### config.mk
export PLATFORM = sky130hd
export DESIGN_NAME = rgb_led_pwm
export DESIGN_NICKNAME = d
export VERILOG_FILES = /design/src/rtl/led_pkg.sv /design/src/rtl/led_mod_gen.sv /design/src/rtl/rgb_led_pwm.sv
export SDC_FILE = /design/constraint.sdc
export NUM_CORES = 1
export LEC_CHECK = 0
export CELL_PAD_IN_SITES_DETAIL_PLACEMENT = 0
export CELL_PAD_IN_SITES_GLOBAL_PLACEMENT = 1
export CORE_MARGIN = 10
export CORE_UTILIZATION = 30
export CTS_CLUSTER_SIZE = 10
export DETAILED_ROUTE_END_ITERATION = 10
export PLACE_DENSITY = 0.66
export SETUP_SLACK_MARGIN = 0.5
export SLEW_MARGIN = 30
export SYNTH_ARGS = -nofsm -noshare
export SYNTH_HDL_FRONTEND = slang
export SYNTH_SLANG_ARGS = --single-unit
### constraint.sdc
create_clock -name clk -period 13.5 [get_ports clk]
set_input_delay 3.375 -clock clk [delete_from_list [all_inputs] [get_ports clk]]
set_output_delay 3.375 -clock clk [all_outputs]
set_load 0.02 [all_outputs]
### src/rtl/led_pkg.sv
// Shared definitions for the RGB status-LED driver: palette, mode encoding,
// LED bit order and the small state enums used by the modulation generator.
package led_pkg;

  typedef enum logic [1:0] {
    MODE_STEADY  = 2'b00,
    MODE_BLINK   = 2'b01,
    MODE_BREATHE = 2'b10,
    MODE_RSVD    = 2'b11
  } mode_e;

  typedef enum logic {
    PH_ON  = 1'b0,
    PH_OFF = 1'b1
  } phase_e;

  typedef enum logic {
    DIR_UP   = 1'b0,
    DIR_DOWN = 1'b1
  } dir_e;

  localparam int unsigned LED_R = 2;
  localparam int unsigned LED_G = 1;
  localparam int unsigned LED_B = 0;

  // Entry N is the {R,G,B} triple for colour code N.
  localparam logic [7:0][2:0] PALETTE = {
    3'b111, 3'b001, 3'b010, 3'b100,
    3'b011, 3'b101, 3'b110, 3'b000
  };

  function automatic logic [2:0] palette_rgb(input logic [2:0] code);
    return PALETTE[code];
  endfunction

endpackage

### src/rtl/led_mod_gen.sv
// Per-period modulation generator: turns the active mode/brightness into a
// duty value, owning the blink phase and the breathe level/direction.
module led_mod_gen
  import led_pkg::*;
#(
  parameter int unsigned PWM_W      = 8,
  parameter int unsigned BLINK_HALF = 16384,
  parameter int unsigned STEP_DIV   = 64
) (
  input  logic             clk,
  input  logic             rst_n,
  input  logic             enable,
  input  logic             wrap,
  input  logic             mode_chg,
  input  mode_e            nx_mode,
  input  logic [PWM_W-1:0] nx_bright,
  input  mode_e            act_mode,
  input  logic [PWM_W-1:0] act_bright,
  output logic [PWM_W-1:0] duty
);

  localparam int unsigned BC_W = (BLINK_HALF > 1) ? $clog2(BLINK_HALF) : 1;
  localparam int unsigned SC_W = (STEP_DIV > 1) ? $clog2(STEP_DIV) : 1;
  localparam logic [BC_W-1:0] BLINK_LAST = BC_W'(BLINK_HALF - 1);
  localparam logic [SC_W-1:0] STEP_LAST  = SC_W'(STEP_DIV - 1);

  logic [BC_W-1:0]  blink_cnt, blink_cnt_n;
  logic [SC_W-1:0]  step_cnt, step_cnt_n;
  logic [PWM_W-1:0] level, level_n;
  logic [PWM_W-1:0] lvl_base;
  logic             going_up;
  phase_e           phase, phase_n;
  dir_e             dir, dir_n;

  always_ff @(posedge clk or negedge rst_n) begin
    if (!rst_n) begin
      blink_cnt <= '0;
      step_cnt  <= '0;
      level     <= '0;
      phase     <= PH_ON;
      dir       <= DIR_UP;
    end else begin
      blink_cnt <= blink_cnt_n;
      step_cnt  <= step_cnt_n;
      level     <= level_n;
      phase     <= phase_n;
      dir       <= dir_n;
    end
  end

  // Counters advance only in the mode that is being committed at this wrap;
  // a mode change restarts them and that wrap does not count as a step.
  always_comb begin
    blink_cnt_n = blink_cnt;
    step_cnt_n  = step_cnt;
    level_n     = level;
    phase_n     = phase;
    dir_n       = dir;
    lvl_base    = (level > nx_bright) ? nx_bright : level;
    going_up    = ((dir == DIR_UP) && (lvl_base < nx_bright)) ||
                  ((dir == DIR_DOWN) && (lvl_base == '0));
    if (!enable) begin
      blink_cnt_n = '0;
      step_cnt_n  = '0;
      level_n     = '0;
      phase_n     = PH_ON;
      dir_n       = DIR_UP;
    end else if (wrap) begin
      level_n = lvl_base;
      if (mode_chg) begin
        blink_cnt_n = '0;
        step_cnt_n  = '0;
        phase_n     = PH_ON;
        dir_n       = DIR_UP;
      end else begin
        if (nx_mode == MODE_BLINK) begin
          if (blink_cnt == BLINK_LAST) begin
            blink_cnt_n = '0;
            phase_n     = (phase == PH_ON) ? PH_OFF : PH_ON;
          end else begin
            blink_cnt_n = blink_cnt + 1'b1;
          end
        end
        if (nx_mode == MODE_BREATHE) begin
          if (step_cnt == STEP_LAST) begin
            step_cnt_n = '0;
            if (nx_bright == '0) begin
              level_n = '0;
              dir_n   = DIR_UP;
            end else if (going_up) begin
              level_n = lvl_base + 1'b1;
              dir_n   = (level_n == nx_bright) ? DIR_DOWN : DIR_UP;
            end else begin
              level_n = lvl_base - 1'b1;
              dir_n   = (level_n == '0) ? DIR_UP : DIR_DOWN;
            end
          end else begin
            step_cnt_n = step_cnt + 1'b1;
          end
        end
      end
    end
  end

  always_comb begin
    duty = act_bright;
    case (act_mode)
      MODE_BLINK:   duty = (phase == PH_ON) ? act_bright : '0;
      MODE_BREATHE: duty = level;
      default:      duty = act_bright;
    endcase
  end

endmodule

### src/rtl/rgb_led_pwm.sv
// RGB status-LED driver: shadow/active settings committed on PWM wrap,
// free-running PWM counter, duty compare and registered LED drives.
module rgb_led_pwm
  import led_pkg::*;
#(
  parameter int unsigned CODE_W     = 2,
  parameter int unsigned PWM_W      = 8,
  parameter int unsigned BLINK_HALF = 16384,
  parameter int unsigned STEP_DIV   = 64
) (
  input  logic              clk,
  input  logic              rst_n,
  input  logic              main_program,
  input  logic              load,
  input  logic [CODE_W-1:0] input_value,
  input  logic [1:0]        mode,
  input  logic [PWM_W-1:0]  brightness,
  output logic              red_led,
  output logic              green_led,
  output logic              blue_led,
  output logic              period_start
);

  logic [PWM_W-1:0]  pwm_cnt;
  logic              wrap;
  logic [CODE_W-1:0] sh_code, act_code, nx_code;
  mode_e             sh_mode, act_mode, nx_mode;
  logic [PWM_W-1:0]  sh_bright, act_bright, nx_bright;
  logic              mode_chg;
  logic [PWM_W-1:0]  duty;
  logic              pwm_on;
  logic [2:0]        rgb;

  assign wrap = &pwm_cnt;

  // A load landing on the wrap cycle bypasses the shadow and commits at once.
  assign nx_code   = load ? input_value    : sh_code;
  assign nx_mode   = load ? mode_e'(mode)  : sh_mode;
  assign nx_bright = load ? brightness     : sh_bright;
  assign mode_chg  = wrap && (nx_mode != act_mode);

  always_ff @(posedge clk or negedge rst_n) begin
    if (!rst_n) begin
      pwm_cnt    <= '0;
      sh_code    <= '0;
      sh_mode    <= MODE_STEADY;
      sh_bright  <= '0;
      act_code   <= '0;
      act_mode   <= MODE_STEADY;
      act_bright <= '0;
    end else begin
      pwm_cnt <= pwm_cnt + 1'b1;
      if (load) begin
        sh_code   <= input_value;
        sh_mode   <= mode_e'(mode);
        sh_bright <= brightness;
      end
      if (wrap) begin
        act_code   <= nx_code;
        act_mode   <= nx_mode;
        act_bright <= nx_bright;
      end
    end
  end

  led_mod_gen #(
    .PWM_W      (PWM_W),
    .BLINK_HALF (BLINK_HALF),
    .STEP_DIV   (STEP_DIV)
  ) u_mod_gen (
    .clk        (clk),
    .rst_n      (rst_n),
    .enable     (main_program),
    .wrap       (wrap),
    .mode_chg   (mode_chg),
    .nx_mode    (nx_mode),
    .nx_bright  (nx_bright),
    .act_mode   (act_mode),
    .act_bright (act_bright),
    .duty       (duty)
  );

  assign pwm_on = (&duty) | (pwm_cnt < duty);
  assign rgb    = palette_rgb(3'(act_code));

  always_ff @(posedge clk or negedge rst_n) begin
    if (!rst_n) begin
      red_led      <= 1'b0;
      green_led    <= 1'b0;
      blue_led     <= 1'b0;
      period_start <= 1'b0;
    end else begin
      red_led      <= pwm_on & rgb[LED_R] & main_program;
      green_led    <= pwm_on & rgb[LED_G] & main_program;
      blue_led     <= pwm_on & rgb[LED_B] & main_program;
      period_start <= wrap;
    end
  end

endmodule

# Word-level counts from Yosys, hierarchy flattened
# Index checks and enable logic that the tools add are counted.
[op_classes]
bitwise = 8
n_reduce_logical = 13
n_lt_le_gt_ge = 4
n_eq_ne = 13
n_mux = 40
add_sub_neg = 5
[ops]
columns = ["operator", "count"]
rows = [
  ["$mux W8", 10],
  ["$mux W14", 5],
  ["$mux W6", 5],
  ["$logic_not A8 Y1", 3],
  ["$add A8 B1 Y8 const B", 2],
  ["$lt A8 B8 Y1", 2],
  ["$pmux W8 S2", 1],
  ["$reduce_and A8 Y1", 2],
  ["$mux W1", 15],
  ["$add A14 B1 Y14 const B", 1],
  ["$eq A14 B14 Y1 const B", 1],
  ["$ne A3 B1 Y1 const B", 4],
  ["$eq A8 B8 Y1", 1],
  ["$gt A8 B8 Y1", 1],
  ["$sub A8 B1 Y8 const B", 1],
  ["$add A6 B1 Y6 const B", 1],
  ["$and A1 B1 Y1", 6],
  ["$bmux W3 S2", 1],
  ["$eq A6 B6 Y1 const B", 1],
  ["$reduce_and A3 Y1", 2],
  ["$eq A2 B1 Y1 const B", 2],
  ["$eq A2 B2 Y1 const B", 2],
  ["$lt A2 B4 Y1 const B", 1],
  ["$mux W2", 2],
  ["8 further kinds", 11],
]
[totals]
regBits = 66
elab_cells = 99
input_bits = 16

# Longest topological paths before layout
[logic_depth]
depth_word = 13
ltp_mapped = 23
ltp_nobuf = 19

# By module
# From an unflattened synthesis, not the netlist that was laid out.
[unflattened]
cells_unflattened = 482
hier_area_um2 = 4566.9
[modules_own_cells]
columns = ["mod", "instances", "seq_area_each_um2", "cells_each", "area_each_um2"]
rows = [
  ["led_mod_gen", 1, 750.7, 369, 2951.6],
  ["rgb_led_pwm", 1, 900.9, 113, 1615.3],
]

# Worst setup path before layout
# OpenSTA, ideal clock, no wires.
[synth_timing]
kind = "input -> register"
start = "in load"
end = "reg u_mod_gen.level[2]"
t_arrival_ns = 7.585
setup_time_ns = 0.136
cell_stages = 21
slack_ns = 5.779
path_cell_list = "buf_6 buf_6 mux2i_2 ha_1 nor2b_1 o211ai_1 a21oi_1 o22ai_2 buf_2 buf_2 o21a_1 inv_1 ha_1 nor2b_1 o211ai_1 a31oi_1 o21ai_2 mux2i_4 mux2_4 a311oi_1 a21oi_1"
[synth_between]
elab_chain_cells = 13
word_cells_on_any_way = 22
[synth_lines]
columns = ["element", "line", "text"]
rows = [
  ["start: declaration", "rgb_led_pwm.sv:14", "input logic load,"],
  ["$mux W8", "n/a", ""],
  ["$gt A8 B8 Y1", "led_mod_gen.sv:59", "lvl_base = (level > nx_bright) ? nx_bright : level;"],
  ["$mux W8", "led_mod_gen.sv:59", ""],
  ["$lt A8 B8 Y1 / $logic_not A8 Y1 (equally long branches)", "led_mod_gen.sv:60, led_mod_gen.sv:61", ""],
  ["$logic_and A1 B1 Y1, on equally long branches", "led_mod_gen.sv:60, led_mod_gen.sv:61", ""],
  ["$logic_or A1 B1 Y1", "led_mod_gen.sv:60", "going_up = ((dir == DIR_UP) && (lvl_base < nx_bright)) ||"],
  ["$mux W8", "led_mod_gen.sv:90", "end else if (going_up) begin"],
  ["$mux W8", "led_mod_gen.sv:87", "if (nx_bright == '0) begin"],
  ["$mux W8", "led_mod_gen.sv:85", "if (step_cnt == STEP_LAST) begin"],
  ["$mux W8", "led_mod_gen.sv:84", "if (nx_mode == MODE_BREATHE) begin"],
  ["$mux W8 *", "led_mod_gen.sv:70", "if (mode_chg) begin"],
  ["$mux W8 *", "led_mod_gen.sv:68", "end else if (wrap) begin"],
  ["$mux W8 *", "led_mod_gen.sv:62", "if (!enable) begin"],
  ["end signal: assignment", "led_mod_gen.sv:45", "level <= level_n;"],
  ["end: declaration", "led_mod_gen.sv:29", "logic [PWM_W-1:0] level, level_n;"],
]
# Mark *: on every way between the ends. The rest lies on a longest branch, timed or not. The select of a mux whose other input is x is not followed.
# A chain may end at the register's enable or synchronous reset.

# Final worst setup path
# Ends and elaborated chain as after synthesis.

==> results.cfg <==
[sta]
hold_ws_ns = 0.4809
setup_ws_ns = 5.294
grt_setup_unrepaired = false
fin_tns_setup_ns = 0
worst_slew_pin_slew_ns = 0.7653
max_freq_mhz = 121.9
max-slew-margin-rel_pct = 47.52
fin_skew_ns = 0.009605
hold_viol = 0
finalSetupViolations = 0
post-route-min-period_ns = 8.206
finalCritPeriodShare_pct = 60.78
slew_violations = 0

[global_route]
track_usage_pct = 12.60
grt_remaining_overflow = 0
grt_max_degree = 67
grt_pass1_vias = 3860
grt_pass1_wl_um = 20520
antenna_found_initial = 0

[die]
die_w_um = 143.9
rows = 45
boundaryPins = 20
core_area_um2 = 15150
die_area_um2 = 20700
initial_core_util_pct = 30.40
die_h_um = 143.9

[drt]
vias_per_cell = 5.430
dr.pass1.iters = 5
avgRoutedWirePerCell_um = 17.48
drcViolationCount = 0
ant_nets = 0
vias = 3893
drt-total-wl_um = 12530
drtIter0Drc = 250

[synthesis]
netlist_area_um2 = 4604
syn_nets = 556
yosysWarnings = 0
synth-edff-count = 0
synth_area_leader_cell = dfrtp_1
synth_seq_cells = 66
synth_area_leaders = dfrtp_1, ha_1, o21ai_0, nand2_1, xnor2_1
synth_cells = 508
synth.distinct_cells = 62
synth_ff_type = dfrtp_1
yosys.area.top_type_share_pct = 35.87
synthArstFlopShare_pct = 100.0
avgSynthCellArea_um2 = 9.064
seq_area_frac_synth_pct = 35.87

[clock_network]
clk_pin_slew_ns = 0.05
clock_path_buffers = 2
ctsResizeCount = 0
numCtsBuffers = 9
cts_tree = done
clock_sinks = 66
clk-insertion-delay-late_ns = 0.34
cts_hold_buf = 0
htreeDepth = 3
cts_root_buffer = clkbuf_16
postCtsSetupRepairBufs = 0

[placed_design]
dp_slack_ns = 4.934
dpl.cell_count = 701
portBuffers = 19
dp_hpwl_um = 9097
gp_congestion = 0.9369

[power]
vdd_drop_max_mv = 0.05509
p_sw_uw = 124.1
internal_power_uw = 372.3
power_density_nw_per_um2 = 94.12
p_leak_nw = 2.370
power_frac_seq_pct = 42.0
power_switching_share_pct = 25.01
p_comb_share_pct = 11.1
clkPwrFrac_pct = 46.9

[worst_setup_path]
critical_path_depth = 18
cp_num_buf_inv = 3
critical_path.top_delay_family = multiplexers
endpoint_kind = flip-flop
r2r_cells = 17
worstPathMaxFanout = 34
rrSetupSlack_ns = 8.52
crit_end = u_mod_gen.level[2]
worstReg2RegStart = sh_bright[5]
path_class = in -> reg
r2r-end = u_mod_gen.level[2]
crit_chain = buf_2 -> mux2i_1 -> ha_1 -> a21oi_1 -> o21ai_0 -> o22ai_2 -> buf_4 -> mux2i_1 -> inv_1 -> ha_1 -> o21ai_1 -> a22o_1 -> a31oi_1 -> o21ai_2 -> mux2i_4 -> mux2_4 -> a311oi_1 -> a21oi_1
worst_path_max_delay_cell = mux2i_1
cp_data_arrival_time_ns = 8.39
start_kind = input pin
max_stage_delay_ns = 0.72
critPathLaunch = load
worstPathRequired_ns = 13.68

[hold_path]
holdCritPathClass = reg -> reg

[job]
drv_cap = 0

[final_layout]
insertedDiodeCount = 0
synthToLayoutAreaGrowth_pct = 14.57
nets = 573
finalNonFillerCells = 717
layout-drive-gt1-share_pct = 10.59

[run_status]
status = completed
flip-flops by register name, summed over array words and instances (netlist names):
name                 count
green_led                1
act_code                 2
act_bright               8
u_mod_gen.level          8
u_mod_gen.blink_cnt     14
sh_mode                  2
u_mod_gen.phase          1
red_led                  1
period_start             1
act_mode                 2
u_mod_gen.step_cnt       6
blue_led                 1
sh_bright                8
pwm_cnt                  8
sh_code                  2
u_mod_gen.dir            1
cell families (layout without fill, tap and decap cells):
| family | Yosys count | after routing | synth area share [%] |
|---|---|---|---|
| buffers and inverters | 46 | 67 | 4.429 |
| adder cells (fa/ha/maj) | 32 | 32 | 8.696 |
| AND/OR/NAND/NOR | 184 | 184 | 21.01 |
| flip-flops | 66 | 66 | 35.87 |
| AO/OA/AOI/OAI | 126 | 126 | 17.66 |
| XOR/XNOR | 26 | 26 | 4.946 |
| multiplexers | 28 | 28 | 7.391 |
placed cells by master, fill, tap and decap left out, types with 4 or more instances in the layout:
| cell | instances |
|---|---|
| nor2b_1 | 8 |
| nor4_1 | 10 |
| dfrtp_1 | 66 |
| xnor2_1 | 18 |
| mux2_2 | 7 |
| clkbuf_16 | 9 |
| o21ai_0 | 47 |
| ha_1 | 32 |
| inv_1 | 23 |
| nor3_1 | 12 |
| buf_4 | 6 |
| a22oi_1 | 9 |
| nand3_1 | 18 |
| a31oi_1 | 5 |
| nand4_1 | 10 |
| or3_1 | 4 |
| and3_1 | 8 |
| o21ai_1 | 4 |
| mux2i_1 | 13 |
| a22o_1 | 5 |
| xor2_1 | 8 |
| nand2_1 | 60 |
| o21a_1 | 6 |
| nor2_1 | 28 |
| clkdlybuf4s50_1 | 17 |
| nand2b_1 | 7 |
| a211oi_1 | 6 |
| a21oi_1 | 18 |
worst min-delay path, cell delays in order (launching register included):
cell and delay (ns):
dfrtp_1 0.35, nand2_1 0.05, nand2_1 0.05
power groups by stage:
stage | Combinational (mW) | Sequential (mW) | Clock (mW)
final | 0.0552 | 0.209 | 0.233
after global routing | 0.0613 | 0.209 | 0.246
after detailed placement | 0.0544 | 0.212 | 0
after CTS | 0.0548 | 0.208 | 0.238
after global placement | 0.0535 | 0.212 | 0
after floorplan | 0.0332 | 0.211 | 0
final cells by class:
class,instances,area [um2]
Timing Repair Buffer,26,252.7
Multi-Input combinational cell,396,2749
Clock buffer,12,246.5
Fill cell,1541,9871
Inverter,26,100.1
Sequential cell,66,1652
Tap cell,188,235.2
Clock inverter,3,40.04
worst min path at each step:
stage / cells past startpoint / from / slack [ns] / endpoint
final: 2 / act_bright[0] / 0.48 / act_bright[0]
after global routing: 1 / pwm_cnt[0] / 0.52 / pwm_cnt[0]
after CTS: 2 / act_bright[0] / 0.48 / act_bright[0]
after detailed placement: 2 / act_bright[0] / 0.47 / act_bright[0]
after global placement: 2 / act_bright[0] / 0.46 / act_bright[0]
after floorplan: 2 / act_bright[0] / 0.45 / act_bright[0]
cells in the mapped netlist (4+ instances only):
library cell,n
nand2b_1,7
nand2_1,60
nor2b_1,8
ha_1,32
o21ai_0,47
dfrtp_1,66
inv_1,23
xor2_1,8
a21oi_1,18
a31oi_1,5
nor3_1,12
o21ai_1,4
nand3_1,18
buf_2,5
and3_1,8
a22oi_1,9
o21a_1,6
mux2_2,7
a211oi_1,6
mux2i_1,13
xnor2_1,18
nand4_1,10
nor4_1,10
a22o_1,5
nor2_1,28
or3_1,4
clkbuf_1,11
through the flow:
stage	power (mW)	utilization, %	instance area, um2
4_1_cts	0.5012	34.65	5248
2_1_floorplan	0.2445	-	4604
6_report	0.4965	34.83	5275
3_3_place_gp	0.2654	32.79	4966
5_1_grt	0.5166	34.83	5275
3_5_place_dp	0.2663	32.76	4961
per-layer routing:
metal	GRT usage (%)	wire length [um]
met4	3.224	155
met5	0	0
met1	16.19	5991
met3	3.333	523
met2	20.44	5859
Power figures use the tool's default switching activity.
